<file path="config.mk">
export PLATFORM = sky130hd
export DESIGN_NAME = serdes_tx_sched
export DESIGN_NICKNAME = d
export VERILOG_FILES = /design/src/rtl/serdes_pkg.sv /design/src/rtl/serdes_tx_sched_rr_arbiter.sv /design/src/rtl/serdes_tx_sched.sv
export SDC_FILE = /design/constraint.sdc
export NUM_CORES = 1
export LEC_CHECK = 0
export ABC_CLOCK_PERIOD_IN_PS = 2400
export CAP_MARGIN = 20
export CELL_PAD_IN_SITES_DETAIL_PLACEMENT = 1
export CELL_PAD_IN_SITES_GLOBAL_PLACEMENT = 1
export CORE_MARGIN = 2
export CORE_UTILIZATION = 30
export CTS_CLUSTER_SIZE = 12
export DETAILED_ROUTE_END_ITERATION = 8
export MAX_ROUTING_LAYER = met4
export PLACE_DENSITY_LB_ADDON = 0.1
export SLEW_MARGIN = 20
export SYNTH_ARGS = -nofsm -noshare
export SYNTH_HDL_FRONTEND = slang
export SYNTH_SLANG_ARGS = --single-unit
export TNS_END_PERCENT = 10
</file>
<file path="constraint.sdc">
create_clock -name clk -period 2.4 [get_ports clk]
set_input_delay 0.24 -clock clk [delete_from_list [all_inputs] [get_ports clk]]
set_output_delay 0.24 -clock clk [all_outputs]
set_load 0.02 [all_outputs]
</file>
<file path="src/rtl/serdes_pkg.sv">
// Shared types and constants for the SerDes transmit scheduler.
// Holds the scheduler state encoding, the fixed fill patterns and a width helper.
package serdes_pkg;

  typedef enum logic [1:0] {
    ST_OFF   = 2'd0,
    ST_TRAIN = 2'd1,
    ST_RUN   = 2'd2
  } sched_state_t;

  localparam logic [31:0] TRAIN_PAT = 32'hAAAA_AAAA;
  localparam logic [31:0] IDLE_PAT  = 32'h5555_5555;

  // Counter/index width that stays at least 1 bit for degenerate sizes.
  function automatic int idx_width(input int n);
    return (n > 1) ? $clog2(n) : 1;
  endfunction

endpackage

</file>
<file path="src/rtl/serdes_tx_sched_rr_arbiter.sv">
// Combinational round-robin picker: first asserted request at or after ptr,
// wrapping around; gnt_vld is low when nothing is requesting.
module rr_arbiter
  import serdes_pkg::*;
#(
  parameter int NUM_REQ = 2,
  localparam int IDX_W = idx_width(NUM_REQ)
) (
  input  logic [NUM_REQ-1:0] req,
  input  logic [IDX_W-1:0]   ptr,
  output logic               gnt_vld,
  output logic [IDX_W-1:0]   gnt_idx
);

  // Offsets are walked from farthest to nearest so the nearest hit is the last write.
  always_comb begin
    gnt_vld = 1'b0;
    gnt_idx = '0;
    for (int i = NUM_REQ - 1; i >= 0; i--) begin
      for (int j = 0; j < NUM_REQ; j++) begin
        if (req[j] && (j == (int'(ptr) + i) % NUM_REQ)) begin
          gnt_vld = 1'b1;
          gnt_idx = IDX_W'(j);
        end
      end
    end
  end

endmodule

</file>
<file path="src/rtl/serdes_tx_sched.sv">
// Transmit scheduler ahead of the serializer: link training preamble, then
// round-robin sharing of one word slot per SER_CYCLES clocks, idle fill when unclaimed.
//
// Handshake: a word moves from requester k when req_valid[k] && req_ready[k] on a
// rising edge; req_ready is combinational, at most one-hot, and only high in the
// RUN slot_end cycle; requesters must hold req_valid/req_data stable until accepted.
module serdes_tx_sched
  import serdes_pkg::*;
#(
  parameter int NUM_REQ     = 2,
  parameter int DATA_W      = 32,
  parameter int SER_CYCLES  = 32,
  parameter int TRAIN_WORDS = 8,
  localparam int IDX_W = idx_width(NUM_REQ)
) (
  input  logic                      clk,
  input  logic                      rst_n,
  input  logic                      link_en,
  input  logic [NUM_REQ-1:0]        req_valid,
  input  logic [NUM_REQ*DATA_W-1:0] req_data,
  output logic [NUM_REQ-1:0]        req_ready,
  output logic [DATA_W-1:0]         ser_data,
  output logic                      ser_load,
  output logic [IDX_W-1:0]          grant_id,
  output logic [1:0]                state,
  output logic                      train_done
);

  localparam int SC_W = idx_width(SER_CYCLES);
  localparam int TC_W = idx_width(TRAIN_WORDS);
  localparam logic [SC_W-1:0]  SLOT_LAST  = SC_W'(SER_CYCLES - 1);
  localparam logic [TC_W-1:0]  TRAIN_LAST = TC_W'(TRAIN_WORDS - 1);
  localparam logic [IDX_W-1:0] PTR_LAST   = IDX_W'(NUM_REQ - 1);

  sched_state_t     state_q, state_d;
  logic [SC_W-1:0]  slot_cnt;
  logic [TC_W-1:0]  train_cnt;
  logic [IDX_W-1:0] rr_ptr;
  logic             slot_end;
  logic             gnt_vld;
  logic [IDX_W-1:0] gnt_idx;

  // link_en is part of slot_end so a falling link_en suppresses load and grant together.
  assign slot_end = (slot_cnt == SLOT_LAST) && link_en && (state_q != ST_OFF);
  assign state    = state_q;

  rr_arbiter #(.NUM_REQ(NUM_REQ)) u_arb (
    .req     (req_valid),
    .ptr     (rr_ptr),
    .gnt_vld (gnt_vld),
    .gnt_idx (gnt_idx)
  );

  always_ff @(posedge clk or negedge rst_n) begin
    if (!rst_n) state_q <= ST_OFF;
    else        state_q <= state_d;
  end

  always_comb begin
    state_d   = state_q;
    req_ready = '0;
    case (state_q)
      ST_OFF: begin
        if (link_en) state_d = ST_TRAIN;
      end
      ST_TRAIN: begin
        if (!link_en)                                state_d = ST_OFF;
        else if (slot_end && train_cnt == TRAIN_LAST) state_d = ST_RUN;
      end
      ST_RUN: begin
        if (!link_en)                state_d = ST_OFF;
        else if (slot_end && gnt_vld) req_ready[gnt_idx] = 1'b1;
      end
      default: state_d = ST_OFF;
    endcase
  end

  always_ff @(posedge clk or negedge rst_n) begin
    if (!rst_n) begin
      slot_cnt   <= SLOT_LAST;
      train_cnt  <= '0;
      rr_ptr     <= '0;
      ser_data   <= '0;
      ser_load   <= 1'b0;
      grant_id   <= '0;
      train_done <= 1'b0;
    end else begin
      ser_load <= slot_end;

      // Parking the slot counter at its last value makes TRAIN open with a slot end.
      if (!link_en || state_q == ST_OFF) begin
        slot_cnt  <= SLOT_LAST;
        train_cnt <= '0;
      end else begin
        slot_cnt <= (slot_cnt == SLOT_LAST) ? '0 : slot_cnt + 1'b1;
      end

      if (!link_en) begin
        ser_data   <= '0;
        grant_id   <= '0;
        train_done <= 1'b0;
      end else if (state_q == ST_OFF) begin
        train_done <= 1'b0;
      end else if (slot_end) begin
        if (state_q == ST_TRAIN) begin
          ser_data  <= DATA_W'(TRAIN_PAT);
          grant_id  <= '0;
          train_cnt <= train_cnt + 1'b1;
          if (train_cnt == TRAIN_LAST) train_done <= 1'b1;
        end else if (gnt_vld) begin
          ser_data <= req_data[gnt_idx*DATA_W +: DATA_W];
          grant_id <= gnt_idx;
          rr_ptr   <= (gnt_idx == PTR_LAST) ? '0 : gnt_idx + 1'b1;
        end else begin
          ser_data <= DATA_W'(IDLE_PAT);
          grant_id <= '0;
        end
      end
    end
  end

endmodule
</file>
==> reports/results.txt <==
status - finished clean
worst reg2reg endpoint - ser_data[16]
Num CTS Buffers - 5
Crit Reg-Reg Startpoint - slot_cnt[0]
largest net degree at the start of global routing - 26
final slew viol count - 0
Worst setup EP type - output port
WS Path Type - reg2out
Tmin final - 2.20 ns
Reg power frac - 0.441
number of synthesized flops with an enable pin - 0
combinational cell fraction of total power - 0.266
start point of the critical path - slot_cnt[0]
placed wire-length estimate - 5180 um
fmax - 0.454 GHz
share of layout cells above drive strength 1 - 0.123
worst min path class - reg2reg
first-pass GRT wire length - 11600 um
Clock power frac - 0.293
sequential-to-total area share from yosys stat - 0.520
Die X - 90.1 um
PwrDens - 554 nW/um^2
H-Tree Depth - 2
GRT Residual Overflow - 0
Int Power - 0.00141 W
Core ar. - 7210 sq um
cells after synthesis - 213
Port Buffer Count - 107
Final Skew - 0.0117 ns
ANT cells - 0
Worst Path Arrival - 1.96 ns
RSZ-0062 raised after global routing - false
Site Rows - 31
synthesized area per cell - 10.4 sq um
Slew headroom - 0.575
routed wire length - 6930 um
CTS tree - done
setup violators final - 0
Max Root-Sink Buffers - 2
Vias - 2019
clock latency on the worst-skew pair - 0.30 ns
Hold Crit Endpoint - ser_data[26]
P_sw - 0.000538 W
VDD IR max - 0.251 mV
most common cell after layout, fill and taps aside - clkdlybuf4s50_1
Final GP Congestion - 0.775
routed vias/inst - 4.76
Final ANT Viol Nets - 0
R2R depth - 8
Slew @ Worst Pin - 0.637 ns
1st-pass router iterations - 4
synthesized flop and latch total - 46
Leakage - 1.51 nW
antenna violations before repair - 0
Final period util - 0.919
worst reg-to-reg setup slack - 0.25 ns
fin util - 0.488
startpoint types - flop
Hold Path Depth - 2
Sw Ratio - 0.276
area delta synth->final - 58.2%
total track usage - 0.181
die area - 8120 sq um
CTS sink cnt - 46
Iteration-0 DRC Markers - 66
hold slack - 0.490 ns
initial core utilization - 0.308
unique cell type count in the Yosys netlist - 38
mapped cell area - 2220 sq um
Yosys warning total - 0
routed len/inst - 16.4 um
max-cap violations - 0
Synthesized Nets - 286
die height - 90.1 um
crit-path max FO - 4
Post-route DRC - 0
Final Hold Fails - 0
Crit path required time - 2.16 ns
Ports - 108
HP Start - ser_data[26]
CTS root buf - clkbuf_8
most frequent cells in the layout - 104 x clkdlybuf4s50_1, 41 x dfrtp_1, 31 x o22ai_1
Most used DFF post-synth - dfrtp_1
Final nets - 397
Clock transition at path regs - 0.09 ns
vias in the first global route - 2206
Async SR Flop Fraction - 1.00
-- synthesized netlist by cell type (2+ instances only) --
| cell | instances | area, sq um |
|---|---|---|
| o22ai_1 | 31 | 194 |
| and2_1 | 2 | 12.5 |
| nor2b_1 | 2 | 12.5 |
| ha_1 | 4 | 50.1 |
| dfrtp_1 | 41 | 1030 |
| dfstp_2 | 5 | 131 |
| buf_4 | 2 | 15.0 |
| a22oi_1 | 3 | 22.5 |
| o21ai_0 | 21 | 105 |
| nor2_1 | 23 | 86.3 |
| nand2_1 | 21 | 78.8 |
| nand2b_1 | 3 | 18.8 |
| mux2_2 | 2 | 22.5 |
| clkbuf_2 | 2 | 10.0 |
| buf_2 | 7 | 35.0 |
| a31o_2 | 2 | 17.5 |
| inv_1 | 3 | 11.3 |
| mux2i_1 | 16 | 160 |
| buf_6 | 3 | 33.8 |
| nand3_1 | 2 | 10.0 |
-- critical path: stages, from the launching register on --
cell and delay, ns:
dfstp_2 0.55, ha_1 0.18, and3_1 0.17, ha_2 0.23, o211ai_4 0.10, nor4b_2 0.24, buf_2 0.20
-- how the worst max path moves through the flow --
stage	endpoint	slack, ns
finish	req_ready[0]	0.20
global route	ser_data[22]	0.08
CTS	req_ready[0]	0.01
detailed placement	req_ready[0]	-0.01
global placement	req_ready[0]	0.05
floorplan	req_ready[1]	0.11
-- power groups by stage --
stage / registers (W) / clock network, W / logic (W)
after floorplan: 0.000925 / 0 / 0.000197
after global placement: 0.000871 / 0 / 0.000511
after detailed placement: 0.000875 / 0 / 0.000522
after CTS: 0.000859 / 0.000592 / 0.000527
after global routing: 0.000867 / 0.000625 / 0.000560
final: 0.000859 / 0.000571 / 0.000519
-- stage by stage --
stage / setup TNS [ns] / power, W / instances / setup slack [ns] / cell area, sq um
3_5_place_dp: -0.0198 / 0.00140 / 415 / -0.0110 / 3410
4_1_cts: 0 / 0.00198 / 424 / 0.0120 / 3530
2_1_floorplan: 0 / 0.00112 / 213 / 0.107 / 2220
5_1_grt: 0 / 0.00205 / 424 / 0.0764 / 3520
3_3_place_gp: 0 / 0.00138 / 415 / 0.0496 / 3410
6_report: 0 / 0.00195 / 424 / 0.195 / 3520
-- registers in the layout (all words and copies together) (netlist names) --
register    flops
grant_id        1
rr_ptr          1
ser_data       32
ser_load        1
slot_cnt        5
state           2
train_cnt       3
train_done      1
-- final cells by class --
cell class / instances / area (sq um)
tap: 99 / 124
fill: 826 / 3700
sequential: 46 / 1160
timing repair buffer: 120 / 1170
multi-input combinational: 147 / 945
clock buffer: 5 / 68.8
inverter: 4 / 15.0
clock inverter: 3 / 40.0
-- what timing repair did --
item                                    in CTS  in global routing
setup buffers                                0                  0
hold endpoints to repair                    24                  0
hold buffers                                 1                  0
resized for setup                            8                  3
gates cloned                                 0                  0
endpoints found under the setup margin       2                  2
-- kinds of logic after synthesis --
kind of cell / share of synthesized area
AO/OA/AOI/OAI: 0.191
XOR/XNOR: 0.00788
adder cells (fa/ha/maj): 0.0225
buffers and inverters: 0.0596
flip-flops: 0.520
multiplexers: 0.0821
AND/OR/NAND/NOR: 0.116
-- routing by layer --
| layer | track usage | wire (um) | vias to the layer above |
|---|---|---|---|
| li1 | - | - | 984 |
| met1 | 0.228 | 3090 | 980 |
| met2 | 0.301 | 3500 | 49 |
| met3 | 0.0411 | 289 | 6 |
| met4 | 0.0346 | 57 | 0 |
| met5 | - | 0 | - |
Power figures use the tool's default switching activity.
